### src/rtl/rom_scan_ctrl.sv
// rom_scan_ctrl: scans ROM words 0..NUM_WORDS-1 through a zero-wait ROM. It
// accumulates a 36-bit unsigned sum and tracks the largest word and its
// address.
// Optional feature: define ROM_SCAN_MAX_EN to build the max_val/max_addr
// tracker. Without it, both outputs are tied to 0.
module rom_scan_ctrl #(
  parameter int NUM_WORDS = 16
) (
  input  logic        clk,
  input  logic        rst,
  input  logic        start,
  output logic [3:0]  rom_addr,
  output logic        rom_rd_en,
  input  logic [31:0] rom_data,
  output logic        busy,
  output logic        done,
  output logic [35:0] sum,
  output logic [31:0] max_val,
  output logic [3:0]  max_addr
);

  typedef enum logic [1:0] {IDLE = 2'd0, READ = 2'd1, FIN = 2'd2} state_e;

  localparam logic [3:0] LAST_ADDR = 4'(NUM_WORDS - 1);

  state_e      state_q, state_d;
  logic [3:0]  rom_addr_q, rom_addr_d;
  logic [35:0] sum_q, sum_d;

  // State, address and sum registers
  always_ff @(posedge clk or posedge rst) begin
    if (rst) begin
      state_q    <= IDLE;
      rom_addr_q <= 4'd0;
      sum_q      <= 36'd0;
    end else begin
      state_q    <= state_d;
      rom_addr_q <= rom_addr_d;
      sum_q      <= sum_d;
    end
  end

  // Next state, address walk and accumulation; start only matters in IDLE
  always_comb begin
    state_d    = state_q;
    rom_addr_d = rom_addr_q;
    sum_d      = sum_q;
    case (state_q)
      IDLE: begin
        if (start) begin
          sum_d      = 36'd0;
          rom_addr_d = 4'd0;
          state_d    = READ;
        end
      end
      READ: begin
        sum_d = sum_q + {4'd0, rom_data};
        if (rom_addr_q == LAST_ADDR) begin
          rom_addr_d = 4'd0;
          state_d    = FIN;
        end else begin
          rom_addr_d = rom_addr_q + 4'd1;
        end
      end
      FIN:     state_d = IDLE;
      default: begin
        state_d    = IDLE;
        rom_addr_d = 4'd0;
      end
    endcase
  end

  assign rom_addr  = rom_addr_q;
  assign rom_rd_en = (state_q == READ);
  assign busy      = (state_q == READ);
  assign done      = (state_q == FIN);
  assign sum       = sum_q;

`ifdef ROM_SCAN_MAX_EN
  logic [31:0] max_val_q, max_val_d;
  logic [3:0]  max_addr_q, max_addr_d;

  // Max tracker registers
  always_ff @(posedge clk or posedge rst) begin
    if (rst) begin
      max_val_q  <= 32'd0;
      max_addr_q <= 4'd0;
    end else begin
      max_val_q  <= max_val_d;
      max_addr_q <= max_addr_d;
    end
  end

  // Address 0 seeds the tracker. Later words replace it only when strictly
  // greater, so ties keep the lowest address.
  always_comb begin
    max_val_d  = max_val_q;
    max_addr_d = max_addr_q;
    if (state_q == IDLE && start) begin
      max_val_d  = 32'd0;
      max_addr_d = 4'd0;
    end else if (state_q == READ) begin
      if (rom_addr_q == 4'd0 || rom_data > max_val_q) begin
        max_val_d  = rom_data;
        max_addr_d = rom_addr_q;
      end
    end
  end

  assign max_val  = max_val_q;
  assign max_addr = max_addr_q;
`else
  assign max_val  = 32'd0;
  assign max_addr = 4'd0;
`endif

endmodule

### config.mk
export PLATFORM = sky130hd
export DESIGN_NAME = rom_scan_ctrl
export DESIGN_NICKNAME = d
export VERILOG_FILES = /design/src/rtl/rom_scan_ctrl.sv
export SDC_FILE = /design/constraint.sdc
export NUM_CORES = 1
export LEC_CHECK = 0
export CAP_MARGIN = 25
export CORE_AREA = 2 2 114 116
export CTS_BUF_LIST = sky130_fd_sc_hd__clkbuf_16
export DETAILED_ROUTE_END_ITERATION = 8
export DIE_AREA = 0 0 116 118
export PLACE_DENSITY = 0.54
export SLEW_MARGIN = 20
export SYNTH_ARGS = -nofsm -noshare
export SYNTH_HDL_FRONTEND = slang
export SYNTH_SLANG_ARGS = --single-unit
### constraint.sdc
create_clock -name clk -period 6.35 [get_ports clk]
set_clock_uncertainty 0.1 [all_clocks]
set_input_delay 1.27 -clock clk [delete_from_list [all_inputs] [get_ports clk]]
set_output_delay 1.27 -clock clk [all_outputs]
set_load 0.02 [all_outputs]
==> results of run 1 <==
-- cell usage after synthesis (10+ instances only) --
cell type / instances
nand2_1: 58
nor2_1: 21
o21ai_0: 48
xor2_1: 10
clkbuf_1: 19
buf_4: 37
a21oi_1: 38
ha_1: 33
dfrtp_1: 42
inv_1: 14
a21o_1: 19
xnor2_1: 19
-- path summary, 6_finish.rpt --
path | cells past startpoint | endpoint | slack (ps)
max | 12 | sum[26] | 2170
min | 1 | sum[35] | 390
max reg2reg | 11 | sum[26] | 3180
min reg2reg | 1 | sum[35] | 390
max in group asynchronous | 3 | sum[28] | 4410
min in group asynchronous | 3 | sum[25] | 1330
-- routing by layer --
layer,GRT usage [%],vias up
li1,-,1649
met1,19.6,1507
met2,21.6,109
met3,2.78,6
met4,3.20,0
met5,0,-
-- state kept, by name, indices dropped and copies added (netlist names) --
signal and flops:
rom_addr 4, state_q 2, sum 36
-- area by class of cell --
cell class	instances	area, µm²	share of cell area, %
multi-input cells	372	2350	51.2
inverters	14	52.6	1.14
clock buffers	5	125	2.72
repair buffers	79	786	17.1
clock inverters	3	12.5	0.272
flip-flops and latches	42	1050	22.9
well taps	172	215	4.68
-- through the flow --
step | instance area (µm²) | setup WS, ps | instances | power (mW) | util [%]
4_1_cts | 4600 | 2180 | 687 | 2.55 | 37.0
5_1_grt | 4600 | 1860 | 687 | 2.76 | 37.0
3_3_place_gp | 4460 | 1980 | 679 | 2.27 | 35.9
6_report | 4600 | 2170 | 687 | 2.52 | 37.0
3_5_place_dp | 4460 | 1890 | 679 | 2.28 | 35.9
2_1_floorplan | 3800 | 2680 | 485 | 1.74 | -
-- logic make-up (layout without fill, tap and decap cells) --
logic type | count (synthesis) | in the layout | synth area share [%]
adder cells (fa/ha/maj) | 34 | 34 | 11.8
buffers and inverters | 71 | 101 | 11.1
other | 1 | 36 | 0.102
multiplexers | 3 | 3 | 0.818
AO/OA/AOI/OAI | 152 | 152 | 26.0
AND/OR/NAND/NOR | 118 | 118 | 14.6
XOR/XNOR | 29 | 29 | 6.92
flip-flops | 42 | 42 | 28.6
-- where the power goes --
| group | internal [mW] | switching (mW) | total [mW] |
|---|---|---|---|
| clock | 0.143 | 0.107 | 0.250 |
| sequential | 0.413 | 0.124 | 0.537 |
| combinational | 0.771 | 0.962 | 1.73 |
-- critical path, cell delays in order --
cell             delay [ps]
clkdlybuf4s50_1         410
ha_1                    240
fa_1                    420
a21o_1                  180
a21oi_1                 290
o21a_1                  160
o41ai_1                 100
a211oi_1                510
nand3b_1                250
nand2b_1                 90
xnor2_1                 120
a22o_1                  190
==> flow_summary.yaml, run 1 <==
floorplanning:
  initial_core_util_pct: 29.6
  die-area_um2: 13700
  rows: 41
  core_area_um2: 12400
  chipHeight_um: 118
  num_io_pins: 114
  die_w_um: 116
cts:
  cts_root_buffer: "clkbuf_16"
  clk_latency_ps: 280
  cts-buffers-inserted: 5
  cts_buffer_depth: 2
  clock_sinks: 42
  post-cts-setup-buffers: 0
  htreeDepth: 2
  cts_resized: 0
  cts_tree: "built"
  holdBufCountCts: 0
  cts.clk_slew.worst_paths_ps: 60
critical_path:
  cp.required_ps: 6420
  cp_data_arrival_time_ps: 4250
  path_class: "in2reg"
  reg2reg_from: "sum[0]"
  setup.worst_path.start: "rom_data[0]"
  critPathLaunchType: "primary input"
  endpoint_kind: "flop"
  crit_fanout: 4
synth:
  syn_area_per_cell_um2: 8.16
  synth_area_leader_cell: "dfrtp_1"
  synthDistinctLibCells: 52
  synthTopCellsByArea: "dfrtp_1 29%, ha_1 11%, buf_4 7.6%"
  synth_area_um2: 3670
  yosysSeqAreaShare_pct: 28.6
  ys_ff_latch: 42
  syn_inst: 450
  synth_ff_type: "dfrtp_1"
  synth_edf_count: 0
  synth_async_sr_flop_share_pct: 100
  yosys_warnings: 0
  synth_top_area_share_pct: 28.6
grt:
  track_usage_pct: 13.8
  grt_pass1_wl_um: 15400
  grt_pass1_vias: 3122
  antenna_found_initial: 0
  grt_max_degree: 43
  overflow: 0
power_and_ir_drop:
  ir_drop_mv: 0.197
  p_leak_nw: 2.05
  power_density_nw_per_um2: 548
routing:
  wl_per_cell_um: 13.7
  wl_met3_um: 594
  via_count: 3271
  highest_layer: "met4"
  drtIter0Drc: 129
  drt-vias-per-instance: 4.76
  ant_nets: 0
  drc: 0
  drt_first_pass_iters: 4
  drt-met1-wl_um: 4480
  postRouteWirelength_um: 9440
  wl_met2_um: 4270
hold_path:
  hp-class: "reg2reg"
  hold_path.startpoint: "sum[35]"
finish:
  final_common_cell: "clkdlybuf4s50_1"
  area_growth_syn_to_layout_pct: 25.3
  final_cell_mix: "77 x clkdlybuf4s50_1, 58 x nand2_1, 48 x o21ai_0, 42 x dfrtp_1, 38 x a21oi_1"
  antenna_cells: 0
  nFillCells: 1300
  drive_gt1_share_pct: 3.30
  final_nets: 583
sta:
  holdWs_ps: 388
  hold_viol_final: 0
  fmax_mhz: 239
  finalSetupTns_ps: 0
  post-route-min-period_ps: 4180
  slew_headroom_pct: 38.4
  period_share_pct: 65.8
  rsz0062_at_grt: "false"
  tightest_slew_ps: 921
  slew_viol_final: 0
  setup_viol: 0
placement:
  dp_hpwl_um: 7150
  port_buffers: 77
  gp_congestion: 0.899
run_status:
  outcome: "finished, final reports clean"
flow_run:
  cap_viol_max_count: 0
(Power assumes the default switching activity.)
==> run 2: changes to the inputs <==
PLACE_DENSITY = 0.56   (was 0.54)
clock period = 3.6 ns   (was 6.35 ns; I/O delays follow)
==> flow_summary.yaml, run 2 (synthesis gave the netlist of run 1 again) <==
critical_path:
  crit_chain: "clkdlybuf4s50_1 > ha_1 > fa_1 > a21o_1 > a21oi_1 > o21a_1 > o41ai_2 > a2111oi_0 > nor2_1 > a21boi_1 > xor2_1 > o21ai_0"
  slowest_stage: "a2111oi_0"
  cp.required_ps: 3660
  cp.depth: 12
  crit_buf_inv: 1
  crit_family: "compound AO/OA/AOI/OAI gates"
  cp_data_arrival_time_ps: 3450
  slowest_delay_ps: 470
  crit_fanout: 3
  critPathLaunchType: "primary input"
  endpoint_kind: "flop"
  path_class: "in2reg"
  worstRegToRegCells: 11
placement:
  port_buffers: 77
  gp_congestion: 0.881
  dp_slack_ps: -71.1
  dp.cells: 697
  dpl_cell_area_um2: 4590
  dp_hpwl_um: 7320
power_and_ir_drop:
  finalPower_mw: 4.60
  combPwrFrac_pct: 69.7
  power_switching_mw: 2.14
  p_sw_share_pct: 46.5
  power_frac_seq_pct: 20.6
  internal_power_mw: 2.46
  clockPowerShare_pct: 9.7
  p_leak_nw: 2.14
  power_density_nw_per_um2: 971
  ir_drop_mv: 0.463
grt:
  antenna_found_initial: 0
  grt_pass1_wl_um: 16000
  grt_pass1_vias: 3284
  grt_max_degree: 43
  overflow: 0
  track_usage_pct: 14.3
sta:
  tightest_slew_ps: 556
  slew_headroom_pct: 62.9
  post-route-min-period_ps: 3400
  setup_viol: 0
  holdWs_ps: 379
  fmax_mhz: 294
  finalSetupTns_ps: 0
  period_share_pct: 94.4
  hold_viol_final: 0
  slew_viol_final: 0
  rsz0062_at_grt: "false"
  worst_slack_ps: 203
floorplanning:
  num_io_pins: 114
  die_w_um: 116
  rows: 41
  initial_core_util_pct: 29.6
  chipHeight_um: 118
  core_area_um2: 12400
  die-area_um2: 13700
finish:
  seq_area_um2: 1050
  area_growth_syn_to_layout_pct: 28.9
  largest_register_ffs: 36
  fin_area_um2: 4730
  final_cell_mix: "77 x clkdlybuf4s50_1, 58 x nand2_1, 48 x o21ai_0, 42 x dfrtp_1, 38 x a21oi_1"
  nFillCells: 1328
  antenna_cells: 0
  final_common_cell: "clkdlybuf4s50_1"
  multi_input_area_um2: 2350
  utilization_pct: 38.1
  final_cells: 705
  drive_gt1_share_pct: 6.75
  final_nets: 601
hold_path:
  hp-class: "reg2reg"
  min_path_cells: 1
cts:
  cts-buffers-inserted: 5
  post-cts-setup-buffers: 0
  clk_latency_ps: 290
  htreeDepth: 2
  cts_tree: "built"
  cts_buffer_depth: 2
  cts_root_buffer: "clkbuf_16"
  cts.clk_slew.worst_paths_ps: 60
  clock_sinks: 42
run_status:
  outcome: "finished, final reports clean"
routing:
  postRouteWirelength_um: 9570
  via_count: 3303
  drtIter0Drc: 83
  drc: 0
  drt-vias-per-instance: 4.69
  wl_per_cell_um: 13.6
  ant_nets: 0
  drt_first_pass_iters: 4
flow_run:
  cap_viol_max_count: 0
run 2: final timing paths:
path | start | to | slack, ps
max | rom_data[0] | sum[28] | 200
min in group asynchronous | rst | sum[7] | 780
max reg2reg | sum[0] | sum[28] | 660
max in group asynchronous | rst | sum[27] | 2240
min | sum[35] | sum[35] | 380
min reg2reg | sum[35] | sum[35] | 380
run 2: per-layer routing:
metal / global-route usage, % / up-vias / wire, µm
li1: - / 1690 / -
met1: 19.8 / 1531 / 4780
met2: 22.8 / 77 / 4320
met4: 3.72 / 0 / 82
met3: 2.47 / 5 / 391
met5: 0 / - / 0
run 2: layout make-up:
cell class | instances | share of cell area (%)
clock inverters | 3 | 0.264
inverters | 14 | 1.11
repair buffers | 97 | 19.5
well taps | 172 | 4.55
clock buffers | 5 | 2.64
multi-input cells | 372 | 49.8
flip-flops and latches | 42 | 22.2
run 2: timing repair:
item	4_1_cts	5_1_grt
resized for setup	0	1
setup endpoints to repair	0	1
hold buffers	0	0
run 2: power by group through the flow:
stage	clock, mW	sequential, mW	combinational, mW
after detailed placement	0	0.955	3.20
after CTS	0.462	0.951	3.22
after global routing	0.478	0.985	3.56
after global placement	0	0.953	3.19
after floorplan	0	1.19	1.89
final	0.445	0.947	3.20
